$ cat src/rtl/instr_encoder_if.sv
// Request/response bundle of the instruction encoder.
// Valid/ready: a request or a word transfers on a rising edge where valid && ready; valid must not depend on ready.
interface instr_encoder_if #(
  parameter int DEPTH = 4
) ();
  localparam int LW = $clog2(DEPTH) + 1;

  logic          flush;
  logic          in_valid;
  logic          in_ready;
  logic [2:0]    in_cls;
  logic [2:0]    in_sub;
  logic [4:0]    in_rs;
  logic [4:0]    in_rt;
  logic [4:0]    in_rd;
  logic [4:0]    in_shamt;
  logic [15:0]   in_imm;
  logic [25:0]   in_target;
  logic          out_valid;
  logic          out_ready;
  logic [31:0]   out_instr;
  logic [31:0]   out_addr;
  logic [LW-1:0] level;
  logic          err;

  modport master (
    output flush, in_valid, in_cls, in_sub, in_rs, in_rt, in_rd, in_shamt,
           in_imm, in_target, out_ready,
    input  in_ready, out_valid, out_instr, out_addr, level, err
  );

  modport slave (
    input  flush, in_valid, in_cls, in_sub, in_rs, in_rt, in_rd, in_shamt,
           in_imm, in_target, out_ready,
    output in_ready, out_valid, out_instr, out_addr, level, err
  );
endinterface

$ cat src/rtl/instr_encoder.sv
// MIPS-subset instruction encoder: packs class/sub/field requests into 32-bit words, tags them with a
// running byte address and buffers them in a FIFO. Define ENC_ILLEGAL_CHK_EN to drop illegal requests and flag err.
module instr_encoder #(
  parameter int          DEPTH     = 4,
  parameter logic [31:0] BASE_ADDR = 32'h0000_0000
) (
  input  logic           clk,
  input  logic           rst_n,
  instr_encoder_if.slave bus
);
  localparam int AW = $clog2(DEPTH);
  localparam int LW = AW + 1;

  localparam logic [2:0] CLS_ALU   = 3'd0;
  localparam logic [2:0] CLS_LOG   = 3'd1;
  localparam logic [2:0] CLS_DAT   = 3'd2;
  localparam logic [2:0] CLS_CON   = 3'd3;
  localparam logic [2:0] CLS_UNCON = 3'd4;
  localparam logic [2:0] CLS_COMP  = 3'd5;

  typedef struct packed {
    logic [31:0] instr;
    logic [31:0] addr;
  } entry_t;

  entry_t        mem_q [DEPTH];
  logic [AW-1:0] wr_ptr_q, rd_ptr_q;
  logic [LW-1:0] level_q;
  logic [31:0]   addr_q;

  logic [5:0]    funct, opcode;
  logic          enc_legal;
  logic [31:0]   enc_word;
  logic          in_ready, accept, push, pop, clear;

  assign in_ready = level_q < LW'(DEPTH);
  assign clear    = !rst_n || bus.flush;
  assign accept   = bus.in_valid && in_ready && !bus.flush;
  assign pop      = (level_q != '0) && bus.out_ready;

`ifdef ENC_ILLEGAL_CHK_EN
  logic err_q;
  assign push    = accept && enc_legal;
  assign bus.err = err_q;

  always_ff @(posedge clk) begin
    if (clear) begin
      err_q <= 1'b0;
    end else if (accept && !enc_legal) begin
      err_q <= 1'b1;
    end
  end
`else
  assign push    = accept;
  assign bus.err = 1'b0;
`endif

  always_comb begin
    funct     = '0;
    opcode    = '0;
    enc_legal = 1'b1;
    enc_word  = '0;
    case (bus.in_cls)
      CLS_ALU: begin
        case (bus.in_sub)
          3'd0:    funct = 6'b100000;
          3'd1:    funct = 6'b100010;
          3'd2:    funct = 6'b100001;
          3'd3:    funct = 6'b100011;
          3'd4:    funct = 6'b001000;
          3'd6:    funct = 6'b001001;
          default: enc_legal = 1'b0;
        endcase
      end
      CLS_LOG: begin
        case (bus.in_sub)
          3'd0:    funct = 6'b100100;
          3'd1:    funct = 6'b100101;
          3'd2:    funct = 6'b001100;
          3'd3:    funct = 6'b001101;
          3'd4:    funct = 6'b000000;
          3'd5:    funct = 6'b000010;
          default: enc_legal = 1'b0;
        endcase
      end
      CLS_COMP: begin
        case (bus.in_sub)
          3'd0:    funct = 6'b101010;
          3'd1:    funct = 6'b001010;
          default: enc_legal = 1'b0;
        endcase
      end
      CLS_DAT: begin
        case (bus.in_sub)
          3'd0:    opcode = 6'b100011;
          3'd1:    opcode = 6'b101011;
          default: enc_legal = 1'b0;
        endcase
      end
      CLS_CON: begin
        case (bus.in_sub)
          3'd0:    opcode = 6'b000100;
          3'd1:    opcode = 6'b000101;
          3'd2:    opcode = 6'b000111;
          3'd3:    opcode = 6'b011000;
          3'd4:    opcode = 6'b011001;
          3'd5:    opcode = 6'b010101;
          default: enc_legal = 1'b0;
        endcase
      end
      CLS_UNCON: begin
        case (bus.in_sub)
          3'd0:    opcode = 6'b000010;
          3'd1:    opcode = 6'b001000;
          3'd2:    opcode = 6'b000011;
          default: enc_legal = 1'b0;
        endcase
      end
      default: enc_legal = 1'b0;
    endcase

    case (bus.in_cls)
      CLS_ALU, CLS_LOG, CLS_COMP:
        enc_word = {6'b000000, bus.in_rs, bus.in_rt, bus.in_rd, bus.in_shamt, funct};
      CLS_DAT, CLS_CON:
        enc_word = {opcode, bus.in_rs, bus.in_rt, bus.in_imm};
      CLS_UNCON:
        enc_word = (bus.in_sub == 3'd1) ? {opcode, bus.in_rs, 21'd0} : {opcode, bus.in_target};
      default: enc_word = '0;
    endcase
    // Illegal requests that still reach the FIFO carry an all-zero word.
    if (!enc_legal) enc_word = '0;
  end

  always_ff @(posedge clk) begin
    if (clear) begin
      wr_ptr_q <= '0;
      rd_ptr_q <= '0;
      level_q  <= '0;
      addr_q   <= BASE_ADDR;
    end else begin
      if (push) begin
        wr_ptr_q <= wr_ptr_q + AW'(1);
        addr_q   <= addr_q + 32'd4;
      end
      if (pop) rd_ptr_q <= rd_ptr_q + AW'(1);
      level_q <= level_q + LW'(push) - LW'(pop);
    end
  end

  // Storage is zeroed only by reset so the head reads 0 out of reset; a flush leaves stale data behind.
  always_ff @(posedge clk) begin
    if (!rst_n) begin
      for (int i = 0; i < DEPTH; i++) mem_q[i] <= '0;
    end else if (push) begin
      mem_q[wr_ptr_q] <= {enc_word, addr_q};
    end
  end

  assign bus.in_ready  = in_ready;
  assign bus.out_valid = (level_q != '0);
  assign bus.out_instr = mem_q[rd_ptr_q].instr;
  assign bus.out_addr  = mem_q[rd_ptr_q].addr;
  assign bus.level     = level_q;
endmodule

$ cat src/flat_wrapper.sv
// flat-port wrapper written by rule: the top's interface ports become plain ports
module instr_encoder_flat 
#(
  parameter int          DEPTH     = 4,
  parameter logic [31:0] BASE_ADDR = 32'h0000_0000
)
  (clk, rst_n, bus_flush, bus_in_valid, bus_in_cls, bus_in_sub, bus_in_rs, bus_in_rt, bus_in_rd, bus_in_shamt, bus_in_imm, bus_in_target, bus_out_ready, bus_in_ready, bus_out_valid, bus_out_instr, bus_out_addr, bus_level, bus_err);
  instr_encoder_if #(.DEPTH(DEPTH)) bus_i ();
  input  logic clk;
  input  logic rst_n;
  input wire logic [$bits(bus_i.flush)-1:0] bus_flush;
  input wire logic [$bits(bus_i.in_valid)-1:0] bus_in_valid;
  input wire logic [$bits(bus_i.in_cls)-1:0] bus_in_cls;
  input wire logic [$bits(bus_i.in_sub)-1:0] bus_in_sub;
  input wire logic [$bits(bus_i.in_rs)-1:0] bus_in_rs;
  input wire logic [$bits(bus_i.in_rt)-1:0] bus_in_rt;
  input wire logic [$bits(bus_i.in_rd)-1:0] bus_in_rd;
  input wire logic [$bits(bus_i.in_shamt)-1:0] bus_in_shamt;
  input wire logic [$bits(bus_i.in_imm)-1:0] bus_in_imm;
  input wire logic [$bits(bus_i.in_target)-1:0] bus_in_target;
  input wire logic [$bits(bus_i.out_ready)-1:0] bus_out_ready;
  output wire logic [$bits(bus_i.in_ready)-1:0] bus_in_ready;
  output wire logic [$bits(bus_i.out_valid)-1:0] bus_out_valid;
  output wire logic [$bits(bus_i.out_instr)-1:0] bus_out_instr;
  output wire logic [$bits(bus_i.out_addr)-1:0] bus_out_addr;
  output wire logic [$bits(bus_i.level)-1:0] bus_level;
  output wire logic [$bits(bus_i.err)-1:0] bus_err;
  assign bus_i.flush = bus_flush;
  assign bus_i.in_valid = bus_in_valid;
  assign bus_i.in_cls = bus_in_cls;
  assign bus_i.in_sub = bus_in_sub;
  assign bus_i.in_rs = bus_in_rs;
  assign bus_i.in_rt = bus_in_rt;
  assign bus_i.in_rd = bus_in_rd;
  assign bus_i.in_shamt = bus_in_shamt;
  assign bus_i.in_imm = bus_in_imm;
  assign bus_i.in_target = bus_in_target;
  assign bus_i.out_ready = bus_out_ready;
  assign bus_in_ready = bus_i.in_ready;
  assign bus_out_valid = bus_i.out_valid;
  assign bus_out_instr = bus_i.out_instr;
  assign bus_out_addr = bus_i.out_addr;
  assign bus_level = bus_i.level;
  assign bus_err = bus_i.err;
  instr_encoder #(.DEPTH(DEPTH), .BASE_ADDR(BASE_ADDR)) u_core (.clk(clk), .rst_n(rst_n), .bus(bus_i));
endmodule
$ cat config.mk
export PLATFORM = sky130hd
export DESIGN_NAME = instr_encoder_flat
export DESIGN_NICKNAME = d
export VERILOG_FILES = /design/src/rtl/instr_encoder_if.sv /design/src/rtl/instr_encoder.sv /design/src/flat_wrapper.sv
export SDC_FILE = /design/constraint.sdc
export NUM_CORES = 1
export LEC_CHECK = 0
export ABC_AREA = 1
export CAP_MARGIN = 20
export CORE_ASPECT_RATIO = 1.1
export CORE_MARGIN = 2
export CORE_UTILIZATION = 45
export DETAILED_ROUTE_END_ITERATION = 12
export PLACE_DENSITY = 0.77
export SYNTH_ARGS = -nofsm -noshare
export SYNTH_HDL_FRONTEND = slang
export SYNTH_SLANG_ARGS = --single-unit
$ cat constraint.sdc
create_clock -name clk -period 7.5 [get_ports clk]
set_input_delay 1.5 -clock clk [delete_from_list [all_inputs] [get_ports clk]]
set_output_delay 1.5 -clock clk [all_outputs]
set_load 0.05 [all_outputs]
==> results of run 1 <==
[placed cells by master (no fill, tap or decap), types with 22 or more instances in the layout]
cell,instances
a21oi_1,26
o22ai_1,62
clkbuf_16,29
inv_1,112
nand2_1,160
nor3_1,35
clkdlybuf4s50_1,139
nand3_2,22
dfxtp_1,37
nor2_1,380
o21ai_0,149
nand3_1,42
edfxtp_1,248
[power breakdown]
| group | internal, mW | total, mW | switching [mW] | leakage (nW) |
|---|---|---|---|---|
| Combinational | 0.124 | 0.411 | 0.286 | 2.52 |
| Clock | 0.826 | 1.41 | 0.589 | 0.449 |
| Sequential | 1.79 | 1.81 | 0.0201 | 2.89 |
| Total | 2.74 | 3.63 | 0.895 | 5.85 |
[flip-flops by register name, summed over array words and instances, names as in the netlist, named ones only]
register	count
u_core.rd_ptr_q	2
u_core.addr_q	30
u_core.mem_q	248
u_core.wr_ptr_q	2
u_core.bus.level	3
[per-stage QoR]
step | instances | instance area (um^2) | utilization, %
global route | 1923 | 15940 | 54.07
CTS | 1923 | 15940 | 54.07
detailed placement | 1871 | 15020 | 50.94
floorplan | 1431 | 13430 | -
global placement | 1871 | 15020 | 50.94
finish | 1923 | 15940 | 54.07
[area by class of cell]
type | count | area [um^2]
clock buffers | 36 | 772.0
clock inverters | 16 | 151.4
fillers | 2523 | 13540
inverters | 126 | 474.2
multi-input cells | 932 | 4353
flip-flops and latches | 287 | 8233
well taps | 374 | 467.9
repair buffers | 152 | 1489
[kinds of logic (layout without fill, tap and decap cells)]
logic type	after synthesis	count (layout)	share of synthesized area, %
compound gates	253	253	10.22
xor+xnor	3	3	0.1958
fa+ha+maj	4	4	0.4289
buf+inv	212	330	6.527
flops	287	287	61.31
other cells	1	3	0.02795
simple gates	669	669	21.29
[worst max-delay path: stages]
cell	delay [ps]
clkdlybuf4s50_1	720
inv_2	80
nor2_4	560
nand2_2	80
buf_4	350
inv_2	720
nand3_2	120
buf_4	420
nand2_2	780
buf_4	390
[per-layer routing]
layer | GRT usage, % | up-vias | wire [um]
met5 | 0 | - | 0
met4 | 8.655 | 0 | 1045
met3 | 2.564 | 68 | 2074
met2 | 38.37 | 401 | 17030
met1 | 27.98 | 5030 | 14020
li1 | - | 5023 | -
[final timing paths]
| check | startpoint | to | slack (ps) | cells after the start |
|---|---|---|---|---|
| setup / recovery | rst_n | u_core.mem_q[0][7] | 1970 | 10 |
| setup reg to reg | u_core.bus.level[2] | u_core.mem_q[0][7] | 3300 | 10 |
| hold / removal | u_core.rd_ptr_q[1] | register | 490 | 2 |
| hold reg to reg | u_core.rd_ptr_q[1] | register | 490 | 2 |
==> results.toml, run 1 <==
[yosys]
synthFlopType = "edfxtp_1"
syn_area_um2 = 13420
ys_seq_area_share_pct = 61.31
ys_warn_count = 0
synth-seq-cells = 287
synth_top_area_share_pct = 55.50
synthTopCellsByCount = "380 x nor2_1, 248 x edfxtp_1, 162 x nand2_1, 150 x o21ai_0, 113 x inv_1"
ys_top_cells_by_area = "edfxtp_1 55%, nor2_1 11%, dfxtp_1 5.8%, o21ai_0 5.6%, nand2_1 4.5%"
synth_edf_count = 248
ys_types = 38
avgSynthCellArea_um2 = 9.391
ys_async_sr_fraction_pct = 0
synth_most_common_cell = "nor2_1"
yosys.area.top_type = "edfxtp_1"
synth_cells = 1429

[clock_tree]
clock_sinks = 287
cts_made_buffers = 29
htree_levels = 1
cts_root_buf = "clkbuf_16"
cts_setup_buffers = 0
insertion_delay_ps = 550
clock_path_buffers = 3
cts.reportedPaths.clkPinSlew_ps = 60
cts_tree = "built"
cts_resized = 0
cts_hold_buf = 0

[drt]
first_iter_violations = 996
wl_per_cell_um = 17.77
drt-total-wl_um = 34180
drc_errors = 0
drt-pass1-iter-count = 5
via_per_inst = 5.472
drtAntennaViolNets = 0
vias = 10522

[grt]
grt_max_degree = 89
grt_first_pass_wirelength_um = 53940
grt-ovfl-total = 0
grt_util_all_layers_pct = 21.93
grt_pass1_vias = 10337
antenna_found_initial = 0

[placed_design]
place_hpwl_um = 20580
io_buffers = 139
gp_congestion = 0.8723
post-place-ws_ps = 1338

[die]
core.rowCount = 66
die_h_um = 185.1
core_area_um2 = 29480
ios = 143
start_util_pct = 45.52
die_area_um2 = 31220
fp.dieW_um = 168.7

[pwr]
ir_drop_uv = 143.5
p_total_mw = 3.633
p_per_area_nw_per_um2 = 227.9
p_leak_nw = 5.852

[timing]
clock_skew_ps = 18.17
finalMaxSlewViolations = 0
tightest_slew_ps = 977.1
rsz0062_at_grt = "no"
fin_crit_sh_pct = 73.78
fin_ws_ps = 1967
fin_crit_ps = 5533
slew_headroom_pct = 34.86
clock.fmax_mhz = 180.7
hold_slack_ps = 489.4
hold_viol = 0
setup_tns_ps = 0
setup_viol = 0

[outcome]
status = "complete, no violations"

[finish]
layout.nets = 1605
layout-drive-gt1-share_pct = 6.972
n_antenna_cell = 0
area_delta_synth_final_pct = 18.79

[worst_setup_path]
crit_path_end_kind = "register"
path_class = "in2reg"
cp-start-kind = "input pin"
critical_path_required_ps = 7730
path_max_fanout = 63
worstPathArrival_ps = 5760

[hold_path]
hold_path.class = "reg2reg"

[flow_run]
maxCapViolations = 0
No activity file was read; power rests on OpenSTA's default activity.
==> run 2: changes to the inputs <==
==> constraint.sdc (replaced) <==
create_clock -name clk -period 5.7 [get_ports clk]
set_input_delay 1.14 -clock clk [delete_from_list [all_inputs] [get_ports clk]]
set_output_delay 1.14 -clock clk [all_outputs]
set_load 0.05 [all_outputs]
==> results.toml, run 2 (synthesis gave the netlist of run 1 again) <==
[timing]
finalMaxSlewViolations = 0
fin_crit_sh_pct = 79.05
clock.fmax_mhz = 221.9
hold_slack_ps = 467.3
setup_tns_ps = 0
fin_crit_ps = 4506
clock_skew_ps = 10.64
setup_viol = 0
rsz0062_at_grt = "no"
hold_viol = 0
slew_headroom_pct = 36.47
tightest_slew_ps = 949.3

[placed_design]
io_buffers = 139
place_hpwl_um = 20710
gp_congestion = 0.8580

[finish]
largest_register_ffs = 248
final_cell_mix = "380 x nor2_1, 248 x edfxtp_1, 160 x nand2_1, 149 x o21ai_0, 139 x clkdlybuf4s50_1"
layout.nets = 1609
top_register = "u_core.mem_q"
area_delta_synth_final_pct = 19.65
layout_commonest_cell = "nor2_1"
layout-drive-gt1-share_pct = 7.207

[worst_setup_path]
r2r-start = "u_core.bus.level[2]"
path_class = "reg2out"
slowest_delay_ps = 880
worstPathArrival_ps = 3370
ff2ff_setup_slack_ps = 2880
crit_path_end_kind = "output pin"
cp-start-kind = "register"
critical_path_required_ps = 4560
crit_chain = "buf_4 -> o21ai_0 -> o22ai_1 -> clkdlybuf4s50_1"
cpMaxStageDelayCell = "clkdlybuf4s50_1"
rr_endpoint = "u_core.mem_q[0][9]"
path_max_fanout = 90
reg2reg_depth = 9

[grt]
grt_util_all_layers_pct = 21.66
antenna_found_initial = 1
grt_pass1_vias = 10412
grt_first_pass_wirelength_um = 53560
grt_max_degree = 91
grt-ovfl-total = 0

[clock_tree]
clock_path_buffers = 3
cts_tree = "built"
cts_hold_buf = 0
clock_sinks = 287
htree_levels = 1
cts_root_buf = "clkbuf_16"
cts_made_buffers = 28
cts_resized = 0
insertion_delay_ps = 540
cts.reportedPaths.clkPinSlew_ps = 60
cts_setup_buffers = 0

[drt]
first_iter_violations = 1032
via_per_inst = 5.472
drtAntennaViolNets = 0
vias = 10555
drt-total-wl_um = 34140
drt-pass1-iter-count = 5
drc_errors = 0
wl_per_cell_um = 17.70

[pwr]
p_per_area_nw_per_um2 = 301.8
p_leak_nw = 5.908
ir_drop_uv = 181.4

[hold_path]
hold_depth = 1
hold_path.class = "reg2reg"
hp-start = "u_core.rd_ptr_q[0]"

[die]
die_area_um2 = 31220
die_h_um = 185.1
fp.dieW_um = 168.7
core_area_um2 = 29480
ios = 143
start_util_pct = 45.52
core.rowCount = 66

[flow_run]
maxCapViolations = 0

[outcome]
status = "complete, no violations"
[run 2: final cells by class]
type                    count  area (um^2)
multi-input cells         932         4353
repair buffers            157         1564
well taps                 374        467.9
diodes                      1        2.502
fillers                  2441        13420
inverters                 126        474.2
clock inverters            11        150.1
clock buffers              41        812.0
flip-flops and latches    287         8233
[run 2: metal layers]
layer  GRT usage (%)  wire length, um  vias up
met4           9.517             1226        2
met1           26.05            13590     5077
met5               0               16        -
met2           39.29            17440      366
li1                -                -     5034
met3           2.479             1874       76
[run 2: through the flow]
step / power, mW / setup slack [ps] / instances / util [%] / area [um^2]
global route: 4.979 / 995.9 / 1928 / 54.46 / 16050
CTS: 4.857 / 1163 / 1928 / 54.46 / 16050
finish: 4.845 / 1194 / 1929 / 54.46 / 16060
floorplan: 2.760 / 1011 / 1431 / - / 13430
global placement: 2.959 / 1715 / 1876 / 51.19 / 15090
detailed placement: 2.968 / 1699 / 1876 / 51.19 / 15090
[run 2: how the worst max path moves through the flow]
stage	from	endpoint	slack (ps)	cells after the start
floorplan	bus_flush	u_core.mem_q[1][10]	1010	3
global placement	rst_n	u_core.mem_q[2][9]	1710	9
detailed placement	rst_n	u_core.mem_q[2][9]	1700	9
CTS	register	bus_out_instr[2]	1160	4
global route	register	bus_out_addr[27]	1000	4
finish	register	bus_out_instr[2]	1190	4
[run 2: where the power goes]
group | leakage (nW) | internal [mW] | switching [mW]
Sequential | 2.89 | 2.35 | 0.0243
Combinational | 2.55 | 0.168 | 0.380
Clock | 0.467 | 1.17 | 0.757
[run 2: critical path: cells and delay by family, from the launching register on]
kind,cells,cell delay [ps]
AOI/OAI and AO/OA,2,590
buffers and inverters,2,1630
DFF,1,580
